File: config.mk
export PLATFORM = sky130hd
export DESIGN_NAME = sv39_ptw
export DESIGN_NICKNAME = d
export VERILOG_FILES = /design/src/rtl/sv39_ptw.sv
export SDC_FILE = /design/constraint.sdc
export NUM_CORES = 1
export LEC_CHECK = 0
export ABC_AREA = 1
export ABC_CLOCK_PERIOD_IN_PS = 1900
export CAP_MARGIN = 40
export CORE_MARGIN = 10
export CORE_UTILIZATION = 39
export DETAILED_ROUTE_END_ITERATION = 7
export GPL_TIMING_DRIVEN = 0
export PLACE_DENSITY = 0.89
export SYNTH_ARGS = -nofsm -noshare
export SYNTH_HDL_FRONTEND = slang
export SYNTH_SLANG_ARGS = --single-unit
File: constraint.sdc
create_clock -name clk -period 1.9 [get_ports clk]
set_input_delay 0.285 -clock clk [delete_from_list [all_inputs] [get_ports clk]]
set_output_delay 0.285 -clock clk [all_outputs]
set_load 0.03 [all_outputs]
File: src/rtl/sv39_ptw.sv
// sv39_ptw -- single-walker Sv39 page-table walker.
//
// Translates one 64-bit virtual address at a time. Bare mode (satp_mode != 8)
// and M-mode (priv_mode == 3) pass the address straight through. Otherwise the
// walker reads up to three PTEs, one per level (2, 1, 0), and returns either a
// physical address or a page fault.
//
// Ports:
//   clk, reset        : clock (rising edge) and asynchronous active-low reset
//   satp_mode/ppn     : translation mode (8 = Sv39) and root page-table PPN
//   priv_mode         : current privilege level (3 = M-mode)
//   vreq_valid/addr   : translation request, held until done
//   flush             : sfence / satp-write pulse
//   done/paddr/page_fault : one-cycle result strobe and its payload
//   mem_valid/addr    : PTE read request, held until mem_ok
//   mem_ok/mem_data   : PTE read response
//
// Optional feature: define PTW_TLB_EN to add a 1-entry translation cache.
// The cache is filled by every successful walk and cleared by flush or reset.
//
// PA_WIDTH must not exceed 64.

module sv39_ptw #(
  parameter int PA_WIDTH = 56
) (
  input  logic                clk,
  input  logic                reset,
  input  logic [3:0]          satp_mode,
  input  logic [43:0]         satp_ppn,
  input  logic [1:0]          priv_mode,
  input  logic                vreq_valid,
  input  logic [63:0]         vreq_addr,
  input  logic                flush,
  output logic                done,
  output logic [PA_WIDTH-1:0] paddr,
  output logic                page_fault,
  output logic                mem_valid,
  output logic [PA_WIDTH-1:0] mem_addr,
  input  logic                mem_ok,
  input  logic [63:0]         mem_data
);

  typedef enum logic [1:0] {
    IDLE = 2'd0,
    WALK = 2'd1,
    DONE = 2'd2
  } state_e;

  // Replace the low 9*level PPN bits with VPN bits (superpage translation).
  function automatic logic [43:0] merge_ppn(input logic [43:0] ppn,
                                            input logic [26:0] vpn,
                                            input logic [1:0]  level);
    logic [43:0] r;
    r = ppn;
    case (level)
      2'd2:    r[17:0] = vpn[17:0];
      2'd1:    r[8:0]  = vpn[8:0];
      default: r       = ppn;
    endcase
    return r;
  endfunction

  // Select the 9-bit VPN field that indexes the table at a given level.
  function automatic logic [8:0] vpn_idx(input logic [26:0] vpn,
                                         input logic [1:0]  level);
    logic [8:0] r;
    case (level)
      2'd2:    r = vpn[26:18];
      2'd1:    r = vpn[17:9];
      default: r = vpn[8:0];
    endcase
    return r;
  endfunction

  // PTE address: table base page plus 8 bytes per entry.
  function automatic logic [63:0] pte_addr(input logic [43:0] base,
                                           input logic [8:0]  idx);
    return {8'd0, base, 12'd0} + {52'd0, idx, 3'd0};
  endfunction

  state_e                state_q, state_d;
  logic [1:0]            level_q, level_d;
  logic [43:0]           base_q, base_d;
  logic                  flush_pend_q, flush_pend_d;
  logic                  done_q, done_d;
  logic                  page_fault_q, page_fault_d;
  logic [PA_WIDTH-1:0]   paddr_q, paddr_d;
  logic                  mem_valid_q, mem_valid_d;
  logic [PA_WIDTH-1:0]   mem_addr_q, mem_addr_d;

  logic                  sv39_s;
  logic                  canonical_s;
  logic [26:0]           vpn_s;
  logic [43:0]           pte_ppn_s;
  logic                  pte_v_s, pte_r_s, pte_w_s, pte_x_s;
  logic                  pte_leaf_s;
  logic                  pte_misaligned_s;
  logic                  pte_bad_s;
  logic                  leaf_ok_s;
  logic [1:0]            next_level_s;
  logic [63:0]           root_addr_s;
  logic [63:0]           next_addr_s;
  logic [63:0]           leaf_pa_s;
  logic                  tlb_hit_s;
  logic [63:0]           tlb_pa_s;
  logic                  unused_s;

  // RSW, D, A, G, U and the reserved top bits of a PTE are deliberately ignored.
  assign unused_s = ^{mem_data[63:54], mem_data[9:4]};

  // Request decode and PTE field extraction.
  always_comb begin
    sv39_s           = (satp_mode == 4'd8) && (priv_mode != 2'd3);
    canonical_s      = (vreq_addr[63:39] == {25{vreq_addr[38]}});
    vpn_s            = vreq_addr[38:12];
    pte_ppn_s        = mem_data[53:10];
    pte_v_s          = mem_data[0];
    pte_r_s          = mem_data[1];
    pte_w_s          = mem_data[2];
    pte_x_s          = mem_data[3];
    pte_leaf_s       = pte_r_s || pte_x_s;
    // A superpage leaf must have zero in the PPN fields it replaces.
    case (level_q)
      2'd2:    pte_misaligned_s = (pte_ppn_s[17:0] != 18'd0);
      2'd1:    pte_misaligned_s = (pte_ppn_s[8:0] != 9'd0);
      default: pte_misaligned_s = 1'b0;
    endcase
    pte_bad_s        = !pte_v_s || (!pte_r_s && pte_w_s) ||
                       (pte_leaf_s && pte_misaligned_s);
    // A good leaf returned for a walk that has not been flushed.
    leaf_ok_s        = (state_q == WALK) && mem_ok && !flush_pend_q && !flush &&
                       !pte_bad_s && pte_leaf_s;
    next_level_s     = level_q - 2'd1;
    root_addr_s      = pte_addr(satp_ppn, vpn_s[26:18]);
    next_addr_s      = pte_addr(pte_ppn_s, vpn_idx(vpn_s, next_level_s));
    leaf_pa_s        = {8'd0, merge_ppn(pte_ppn_s, vpn_s, level_q), vreq_addr[11:0]};
  end

`ifdef PTW_TLB_EN
  logic        tlb_valid_q, tlb_valid_d;
  logic [26:0] tlb_vpn_q, tlb_vpn_d;
  logic [43:0] tlb_ppn_q, tlb_ppn_d;
  logic [1:0]  tlb_level_q, tlb_level_d;

  // Cache lookup against the current request.
  always_comb begin
    tlb_hit_s = tlb_valid_q && (tlb_vpn_q == vpn_s);
    tlb_pa_s  = {8'd0, merge_ppn(tlb_ppn_q, vpn_s, tlb_level_q), vreq_addr[11:0]};
  end

  // Cache update: flush clears, a successful walk fills.
  always_comb begin
    tlb_valid_d = tlb_valid_q;
    tlb_vpn_d   = tlb_vpn_q;
    tlb_ppn_d   = tlb_ppn_q;
    tlb_level_d = tlb_level_q;
    if (flush) begin
      tlb_valid_d = 1'b0;
    end else if (leaf_ok_s) begin
      tlb_valid_d = 1'b1;
      tlb_vpn_d   = vpn_s;
      tlb_ppn_d   = pte_ppn_s;
      tlb_level_d = level_q;
    end else begin
      tlb_valid_d = tlb_valid_q;
    end
  end

  // Cache registers.
  always_ff @(posedge clk or negedge reset) begin
    if (!reset) begin
      tlb_valid_q <= 1'b0;
      tlb_vpn_q   <= 27'd0;
      tlb_ppn_q   <= 44'd0;
      tlb_level_q <= 2'd0;
    end else begin
      tlb_valid_q <= tlb_valid_d;
      tlb_vpn_q   <= tlb_vpn_d;
      tlb_ppn_q   <= tlb_ppn_d;
      tlb_level_q <= tlb_level_d;
    end
  end
`else
  assign tlb_hit_s = 1'b0;
  assign tlb_pa_s  = 64'd0;
`endif

  // Walk FSM: next state and registered-output next values.
  always_comb begin
    state_d      = state_q;
    level_d      = level_q;
    base_d       = base_q;
    flush_pend_d = flush_pend_q;
    done_d       = 1'b0;
    page_fault_d = 1'b0;
    paddr_d      = paddr_q;
    mem_valid_d  = mem_valid_q;
    mem_addr_d   = mem_addr_q;
    case (state_q)
      IDLE: begin
        flush_pend_d = 1'b0;
        if (vreq_valid) begin
          if (!sv39_s) begin
            state_d = DONE;
            done_d  = 1'b1;
            paddr_d = vreq_addr[PA_WIDTH-1:0];
          end else if (!canonical_s) begin
            state_d      = DONE;
            done_d       = 1'b1;
            page_fault_d = 1'b1;
            paddr_d      = {PA_WIDTH{1'b0}};
          end else if (tlb_hit_s) begin
            state_d = DONE;
            done_d  = 1'b1;
            paddr_d = tlb_pa_s[PA_WIDTH-1:0];
          end else begin
            state_d     = WALK;
            level_d     = 2'd2;
            base_d      = satp_ppn;
            mem_valid_d = 1'b1;
            mem_addr_d  = root_addr_s[PA_WIDTH-1:0];
          end
        end else begin
          state_d = IDLE;
        end
      end
      WALK: begin
        // A flush cannot cancel a read already on the bus; remember it instead.
        if (flush) begin
          flush_pend_d = 1'b1;
        end else begin
          flush_pend_d = flush_pend_q;
        end
        if (mem_ok) begin
          mem_valid_d = 1'b0;
          if (flush_pend_q || flush) begin
            state_d = IDLE;
            level_d = 2'd2;
          end else if (pte_bad_s) begin
            state_d      = DONE;
            level_d      = 2'd2;
            done_d       = 1'b1;
            page_fault_d = 1'b1;
            paddr_d      = {PA_WIDTH{1'b0}};
          end else if (leaf_ok_s) begin
            state_d = DONE;
            level_d = 2'd2;
            done_d  = 1'b1;
            paddr_d = leaf_pa_s[PA_WIDTH-1:0];
          end else if (level_q == 2'd0) begin
            state_d      = DONE;
            level_d      = 2'd2;
            done_d       = 1'b1;
            page_fault_d = 1'b1;
            paddr_d      = {PA_WIDTH{1'b0}};
          end else begin
            level_d     = next_level_s;
            base_d      = pte_ppn_s;
            mem_valid_d = 1'b1;
            mem_addr_d  = next_addr_s[PA_WIDTH-1:0];
          end
        end else begin
          state_d = WALK;
        end
      end
      DONE: begin
        state_d = IDLE;
      end
      default: begin
        state_d     = IDLE;
        level_d     = 2'd2;
        mem_valid_d = 1'b0;
      end
    endcase
  end

  // FSM and output registers.
  always_ff @(posedge clk or negedge reset) begin
    if (!reset) begin
      state_q      <= IDLE;
      level_q      <= 2'd2;
      base_q       <= 44'd0;
      flush_pend_q <= 1'b0;
      done_q       <= 1'b0;
      page_fault_q <= 1'b0;
      paddr_q      <= {PA_WIDTH{1'b0}};
      mem_valid_q  <= 1'b0;
      mem_addr_q   <= {PA_WIDTH{1'b0}};
    end else begin
      state_q      <= state_d;
      level_q      <= level_d;
      base_q       <= base_d;
      flush_pend_q <= flush_pend_d;
      done_q       <= done_d;
      page_fault_q <= page_fault_d;
      paddr_q      <= paddr_d;
      mem_valid_q  <= mem_valid_d;
      mem_addr_q   <= mem_addr_d;
    end
  end

  assign done       = done_q;
  assign page_fault = page_fault_q;
  assign paddr      = paddr_q;
  assign mem_valid  = mem_valid_q;
  assign mem_addr   = mem_addr_q;

endmodule

# ---- After elaboration in Yosys (flattened, before gate mapping)
# Cells that the tools add are included.
# Widths: inputs -> output; s select.
dict set report totals {
  register_bits 120
  input_bits 183
  output_inout_bits 115
  wordCells 127
}
dict set report op_classes {
  addsub 3
  n_eq_ne 21
  mux 67
  n_bitwise 1
  n_reduce_logical 27
}
# operator count
set ops {}
lappend ops {{$mux 56} 16}
lappend ops {{$pmux 56 s2} 2}
lappend ops {{$add 56x12->56} 2}
lappend ops {{$mux 2} 16}
lappend ops {{$eq 25x25->1} 1}
lappend ops {{$mux 1} 23}
lappend ops {{$ne 2x2->1 const B} 10}
lappend ops {{$mux 9} 2}
lappend ops {{$pmux 9 s2} 1}
lappend ops {{$reduce_bool 18->1} 1}
lappend ops {{$reduce_and 9->1} 1}
lappend ops {{$reduce_bool 9->1} 1}
lappend ops {{$logic_and 1x1->1} 8}
lappend ops {{$pmux 1 s2} 4}
lappend ops {{$eq 2x1->1 const B} 3}
lappend ops {{$eq 2x2->1 const B} 3}
lappend ops {{$ne 6x4->1 const B} 1}
lappend ops {{$pmux 2 s3} 1}
lappend ops {{$reduce_and 6->1} 1}
lappend ops {{$logic_not 1->1} 5}
lappend ops {{$reduce_and 5->1} 1}
lappend ops {{$eq 4x4->1 const B} 1}
lappend ops {{$logic_not 2->1} 2}
lappend ops {{$logic_or 1x1->1} 4}
lappend ops {{9 further kinds} 9}

# ---- Logic depth before layout (Yosys ltp)
dict set report logic_depth {
  ltp_word 12
  mapped_depth 14
  depth_no_buf 13
}

# ---- Worst setup path before layout
# Ideal clock, no wire load.
dict set report synth_path {
  kind {register to register}
  from {reg level_q[1]}
  to {reg mem_addr_q[10] (netlist: mem_addr[10])}
  setup_time_ns 0.113
  arrival_ns 1.999
  path_slack_ns -0.212
  stages_incl_launch_ff 13
  path_buffers 1
  cell_sequence {dfstp_2 > inv_1 > ha_1 > or2_1 > nand2_1 > nand2_1 > nand2_1 > nand2_1 > o21ai_2 > clkbuf_1 > nand3_1 > nand2_1 > inv_1}
}
dict set report synth_between {
  elab_chain_cells 10
}
# element line_no
set synth_rtl {}
lappend synth_rtl {{start, declared} 82} ;# logic [1:0] level_q, level_d;
lappend synth_rtl {{start signal, assigned} 291} ;# level_q <= level_d;
lappend synth_rtl {{$sub 2x1->2} 133} ;# next_level_s = level_q - 2'd1;
lappend synth_rtl {{$eq 2x1->1 or $eq 2x2->1 (tied branches)} 67} ;# case (level)
lappend synth_rtl {{$pmux 9 s2} 67}
lappend synth_rtl {{$add 56x12->56} 78} ;# return {8'd0, base, 12'd0} + {52'd0, idx, 3'd0};
lappend synth_rtl {{$mux 56} 250} ;# end else if (level_q == 2'd0) begin
lappend synth_rtl {{$mux 56} 245} ;# end else if (leaf_ok_s) begin
lappend synth_rtl {{$mux 56} 239} ;# end else if (pte_bad_s) begin
lappend synth_rtl {{$mux 56} 236} ;# if (flush_pend_q || flush) begin
lappend synth_rtl {{$mux 56} 234} ;# if (mem_ok) begin
lappend synth_rtl {{$pmux 56 s2} 199} ;# case (state_q)
lappend synth_rtl {{end signal, assigned} 288} ;# mem_addr_q <= {PA_WIDTH{1'b0}};
lappend synth_rtl {{end signal, assigned} 298} ;# mem_addr_q <= mem_addr_d;
lappend synth_rtl {{end, declared} 89} ;# logic [PA_WIDTH-1:0] mem_addr_q, mem_addr_d;
# Parallel ways exist; a longest one is shown, timed or not. The select of a mux whose other input is x is not followed.
# A chain may end at the register's enable or synchronous reset.

# ---- Worst setup path in the final report
dict set report layout_path {
  from {reg level_q[1]}
  to {reg mem_addr_q[40] (netlist: mem_addr[40])}
}
# The elaborated chain is that of the path after synthesis.

==> metrics.cfg <==
[yosys]
ys_warn_count=0
ys_seq_area_share_pct=41.38
synth_xor_area_share_pct=0
synth.avg_cell_area_sq_um=6.501
synthAdderAreaFrac_pct=0.7070
synth_top_family_by_area=simple AND/OR/NAND/NOR gates
synth_edf_count=0
yosysMostFrequentCell=nand2_1
synth_cell_types=35
async_flop_share_pct=100.0
yosys.area.top_type=dfrtp_1
ys_seq_elements=117
muxShareOfSynthArea_pct=0
netlist_instances=1089
synthTopCellsByCount=nand2_1, inv_1, dfrtp_1
synthSimpleGateAreaFrac_pct=34.89
synth_ff_type=dfrtp_1
yosysTopAreaCellShare_pct=41.00
netlist_area_sq_um=7079
synthTopCellsByArea=dfrtp_1, nand2_1, inv_1
synth_compound_area_share_pct=9.615

[clocking]
clk_path_buf_depth=2
cts.sinks=117
h-tree-depth=4
numCtsBuffers=17
clk_pin_slew_ns=0.06
cts_tree=built
root_buffer=clkbuf_16
clk_latency_ns=0.42

[grt]
grt_max_degree=82
grt_usage_pct=24.44
grt_pass1_wl_mm=46.04
antenna_found_initial=2
grt_pass1_vias=8525
gr-total-overflow=0

[power]
combPwrFrac_pct=35.5
cellPowerDensity_nw_per_um2=852.5
internal_power_mw=6.657
p_leak_nw=6.117
switching_power_mw=3.580
power_frac_seq_pct=31.6
power.share.clock_pct=33.0
ir_drop_v=0.0006681
swShare_pct=34.97

[routing]
drc=0
ant_nets=0
drtPass1Iterations=6
routed_wl_mm=31.38
drt-initial-drc-count=615
wl_per_cell_um=18.87
vias=8453
via_per_inst=5.083

[outcome]
status=complete, but fails checks
violations=negative setup slack

[setup_path]
cp_max_fo=7
worst_ep_arrival_time_ns=2.57
regToRegStartpoint=level_q[1]
r2r_cells=14
reg2reg_setup_slack_ns=-0.36
path_class=reg2reg
r2r_end=mem_addr[40]
cp-end-kind=flop
required_ns=2.22
critPathLaunchType=flop

[run]
drv_cap=0

[sta]
layout_min_cycle_time_ns=2.257
setup_slack_ns=-0.3565
finalHoldWorstSlack_ns=0.3351
relSlewSlack_pct=49.75
rsz0062_at_grt=true
max_clock_freq_mhz=443.2
finalHoldViolations=0
tightestPinTransition_ns=0.7521
setup_viol=114
finalClockSkew_ns=0.009266
slew_violations=0
fin_crit_sh_pct=118.8
finalSetupTns_ns=-34.76

[die]
die_x_um=154.7
ios=298
die-area_sq_um=23940
rows=49
die_h_um=154.7
core_area_sq_um=17900
start_util_pct=39.54

[hold_path]
hp-class=in2async

[cells_and_area]
syn2layout_area_growth_pct=69.62
finalNetCount=1607
fillers=1455
multiInputGateArea_sq_um=3710
utilization_pct=67.07
layoutNonFillerInstCount=1663
seqCellArea_sq_um=2929
drive_gt1_share_pct=15.84

[placement]
portBuffers=278
place_inst=1599
dp_hpwl_mm=23.16
gp_congestion=0.9260

critical path: stages (launching register included):
cell and delay (ns):
dfstp_2 0.55, inv_2 0.06, ha_4 0.15, or2_1 0.22, nand2_1 0.06, nand2_1 0.06, nand2_2 0.11, buf_6 0.12
nand2_8 0.05, o21ai_4 0.21, buf_12 0.17, clkbuf_16 0.17, nand3_2 0.08, nand2_1 0.07, inv_1 0.04
what timing repair did:
action / 4_1_cts / 5_1_grt
gates cloned: 7 / 6
hold buffers: 1 / 0
endpoints found under the setup margin: 115 / 116
pin swaps: 9 / 22
setup buffers: 17 / 4
gates resized for setup: 65 / 107
endpoints found under the hold margin: 36 / 0
state kept, by name, summed over array words and instances, names as in the netlist:
name and cells:
mem_valid 1, level_q 2, state_q 2, flush_pend_q 1, page_fault 1, done 1, mem_addr 53, paddr 56
metal layers:
layer / global-route usage, % / share of wire, % / wire, um / up-vias
met5: 0 / 0.035 / 11 / -
met4: 12.10 / 4.2 / 1328 / 2
met3: 7.377 / 8.8 / 2771 / 97
met2: 40.95 / 49 / 15290 / 408
met1: 27.70 / 38 / 11980 / 3933
li1: - / - / - / 4013
cell families after synthesis:
family,Yosys count
and+or+nand+nor,607
AOI/OAI and AO/OA,121
other,1
adders and majority gates,4
buffers and inverters,239
DFF,117
cell type report:
| type | count | share of cell area, % |
|---|---|---|
| repair buffers | 313 | 27.15 |
| flip-flops and latches | 117 | 24.39 |
| plain buffers | 57 | 4.345 |
| clock buffers | 21 | 3.835 |
| diodes | 1 | 0.02084 |
| clock inverters | 11 | 1.250 |
| well taps | 229 | 2.386 |
| inverters | 179 | 5.721 |
| multi-input cells | 735 | 30.90 |
power groups by stage:
stage | Clock [mW] | Combinational, mW | Sequential [mW]
2_1_floorplan | 0 | 0.832 | 4.15
3_3_place_gp | 0 | 3.38 | 3.22
3_5_place_dp | 0 | 3.44 | 3.24
4_1_cts | 3.40 | 3.53 | 3.21
5_1_grt | 3.52 | 3.89 | 3.29
6_report | 3.37 | 3.63 | 3.23
per-stage QoR:
step	total power, mW	instance area (sq um)	setup WS, ns
6_report	10.24	12010	-0.3565
3_5_place_dp	6.680	10520	-1.094
3_3_place_gp	6.597	10490	-4.239
4_1_cts	10.14	11590	-0.2564
5_1_grt	10.70	12010	-0.5010
2_1_floorplan	4.986	7425	-0.05857
how the worst max path moves through the flow:
stage / start / endpoint / slack (ns) / depth (start not counted)
finish: level_q[1] / mem_addr[40] / -0.36 / 14
global route: level_q[1] / paddr[45] / -0.50 / 12
CTS: level_q[1] / mem_addr[45] / -0.26 / 14
detailed placement: vreq_addr[38] / mem_addr[41] / -1.09 / 13
global placement: reset / paddr[6] / -4.24 / 1
floorplan: level_q[1] / paddr[55] / -0.06 / 12
placed cells by master, fill, tap and decap left out, drive strengths merged:
cell           instances
buf                   53
o41ai                  1
nor3                   2
clkinv                 2
diode                  1
conb                   3
or2                    4
a31oi                  5
nand4                  6
ha                     4
dfstp                  1
o32ai                  2
clkinvlp               5
inv                  180
bufinv                 3
clkdlybuf4s50        276
o22ai                  6
dlygate4sd2            1
nor2                  48
dfrtp                116
o21ai                 75
o21a                   3
clkbuf                60
a21boi                 7
nand3b                 2
a21oi                 18
and2                   2
a211oi                 1
dlygate4sd3            1
o211ai                 3
nand2                435
nand3                108
Note: power is estimated with default switching activity, not from simulation.
==> RTL edit (same flow settings) <==
Build with the macro `PTW_TLB_EN` defined.
--- a/src/rtl/sv39_ptw.sv
+++ b/src/rtl/sv39_ptw.sv
@@ -19,6 +19,8 @@
 // The cache is filled by every successful walk and cleared by flush or reset.
 //
 // PA_WIDTH must not exceed 64.
+
+`define PTW_TLB_EN
 
 module sv39_ptw #(
   parameter int PA_WIDTH = 56
Behaviour: no difference found for any inputs over 4 cycles, from zero or initial values and one cycle with reset low; that may be too few to reach the edited logic, so the function may still have changed.
==> RTL edit against the original RTL <==
The flow still finishes with violations (setup timing). First-iteration DRC count rose by 150%. Hold slack got worse by 0.034 ns. Total power rose by 95%. Setup slack got worse by 0.028 ns. Sequential cell count rose by 74. Cell area rose by 34%. Synthesized area rose by 56%. Routed wire length rose by 47%. Via count rose by 51%. Synthesized cell count rose by 50%. Critical path type unchanged.
==> RTL edit: results (changes against the original RTL) <==
.. list-table::
   :header-rows: 1

   * - Metric
     - Value
   * - Static leakage
     - 8.20 nW (was 6.12 nW)
   * - Maximum number of pins on one net before global-route repair
     - 123 (was 82)
   * - Setup violations, final
     - 189 (was 114)
   * - Violations in the final reports
     - setup timing (unchanged)
   * - Result of the run
     - finished, violations left (unchanged)
   * - Cell count after synthesis
     - 1,632 (was 1,089)
   * - Top cell type's share of synthesized area
     - 0.430 (was 0.410)
   * - Worst-Margin Slew
     - 0.783 ns (was 0.752 ns)
   * - Fin worst setup slack
     - -0.384 ns (was -0.357 ns)
   * - Power per standard cell area
     - 1230 nW/µm² (was 853 nW/µm²)
   * - Overall fraction of global-route tracks in use
     - 0.247 (was 0.244)
   * - Initial antenna violation count
     - 8 (was 2)
   * - Vias in the first global route
     - 12,285 (was 8,525)
   * - Switching power of the nets
     - 8.66 mW (was 3.58 mW)
   * - Global-route wire length before repair
     - 69.8 mm (was 46.0 mm)
   * - Highest net fanout along the worst path
     - 5 (was 7)
   * - Via count of the routed design
     - 12,772 (was 8,453)
   * - Count of routing violations after the opening detailed-route iteration
     - 1,524 (was 615)
   * - Power dissipated in sequential cells
     - 6.01 mW (was 3.23 mW)
   * - Detailed-placement wirelength estimate
     - 34.4 mm (was 23.2 mm)
   * - Port bufs
     - 277 (was 278)
   * - Min-delay worst type
     - input pin to register (was input pin to async pin)
   * - Clock-pin slew reported for the worst setup and hold paths after clock tree synthesis
     - 0.08 ns (was 0.06 ns)
   * - Multiplexer share of the synthesized area
     - 0.00916 (was 0)
   * - Number of distinct standard cells referenced by the synthesized netlist
     - 41 (was 35)
   * - Placement Cell Area
     - 14,500 µm² (was 10,500 µm²)
   * - Portion of total power attributed to combinational logic
     - 0.509 (was 0.355)
[RTL edit: cells by family after synthesis]
kind of cell / Yosys count
and+or+nand+nor: 1101
DFF: 191
buffers and inverters: 190
AOI/OAI and AO/OA: 129
muxes: 9
adders and majority gates: 6
xor gates and xnor gates: 5
other: 1
[RTL edit: repair_timing]
item                                   CTS  global route
cloned                                   5             6
hold buffers                             1             0
setup buffers                           22             8
setup endpoints to repair              189           190
endpoints found under the hold margin   69             0
gates resized for setup                 96           122
pin swaps                                8             9
[RTL edit: through the flow]
step / hold slack, ns / worst slack (ns) / util / setup TNS (ns)
after floorplan: -0.0106 / -0.0638 / - / -2.90
after global placement: 0.455 / -7.62 / 0.518 / -1571.40
after detailed placement: 0.299 / -0.922 / 0.519 / -130.74
after CTS: 0.278 / -0.285 / 0.560 / -31.44
after global routing: 0.299 / -0.414 / 0.579 / -53.50
final: 0.301 / -0.384 / 0.579 / -41.55
[RTL edit: area by class of cell]
type                    count  area [µm²]
clock inverters            15         190
plain buffers              97         749
flip-flops and latches    191        4780
inverters                  90         353
diodes                      8        20.0
fillers                  2480       11700
repair buffers            318        3330
multi-input cells        1255        5800
clock buffers              17         425
well taps                 378         473
[RTL edit: path summary, 6_finish.rpt]
path | startpoint | end | slack [ns] | cells after the start
worst max-delay path | level_q[1] | mem_addr[24] | -0.38 | 13
worst min-delay path | vreq_addr[13] | tlb_vpn_q[1] | 0.30 | 3
worst max register to register | level_q[1] | mem_addr[24] | -0.38 | 13
worst min register to register | mem_addr[30] | mem_addr[30] | 0.48 | 2
max in group asynchronous | reset | level_q[0] | 0.46 | 3
min in group asynchronous | reset | mem_addr[19] | 0.38 | 2
[RTL edit: worst max-delay path: stages (launching register included)]
cell and delay, ns:
sky130_fd_sc_hd__dfstp_2 0.59, sky130_fd_sc_hd__inv_4 0.06, sky130_fd_sc_hd__ha_4 0.16, sky130_fd_sc_hd__or2_4 0.22, sky130_fd_sc_hd__nand2_2 0.06, sky130_fd_sc_hd__nand2_2 0.07
sky130_fd_sc_hd__nand2_4 0.09, sky130_fd_sc_hd__nand3b_1 0.17, sky130_fd_sc_hd__nand2_4 0.21, sky130_fd_sc_hd__nand3_4 0.11, sky130_fd_sc_hd__buf_12 0.16, sky130_fd_sc_hd__buf_12 0.15
sky130_fd_sc_hd__nand2_4 0.06, sky130_fd_sc_hd__nand2_2 0.05
[RTL edit: metal layers]
metal  share of wire  track usage  vias up
met1            0.39        0.313     6029
met5               0            0        -
met3            0.10       0.0609      117
met4           0.041        0.125        0
met2            0.46        0.385      755
li1                -            -     5871
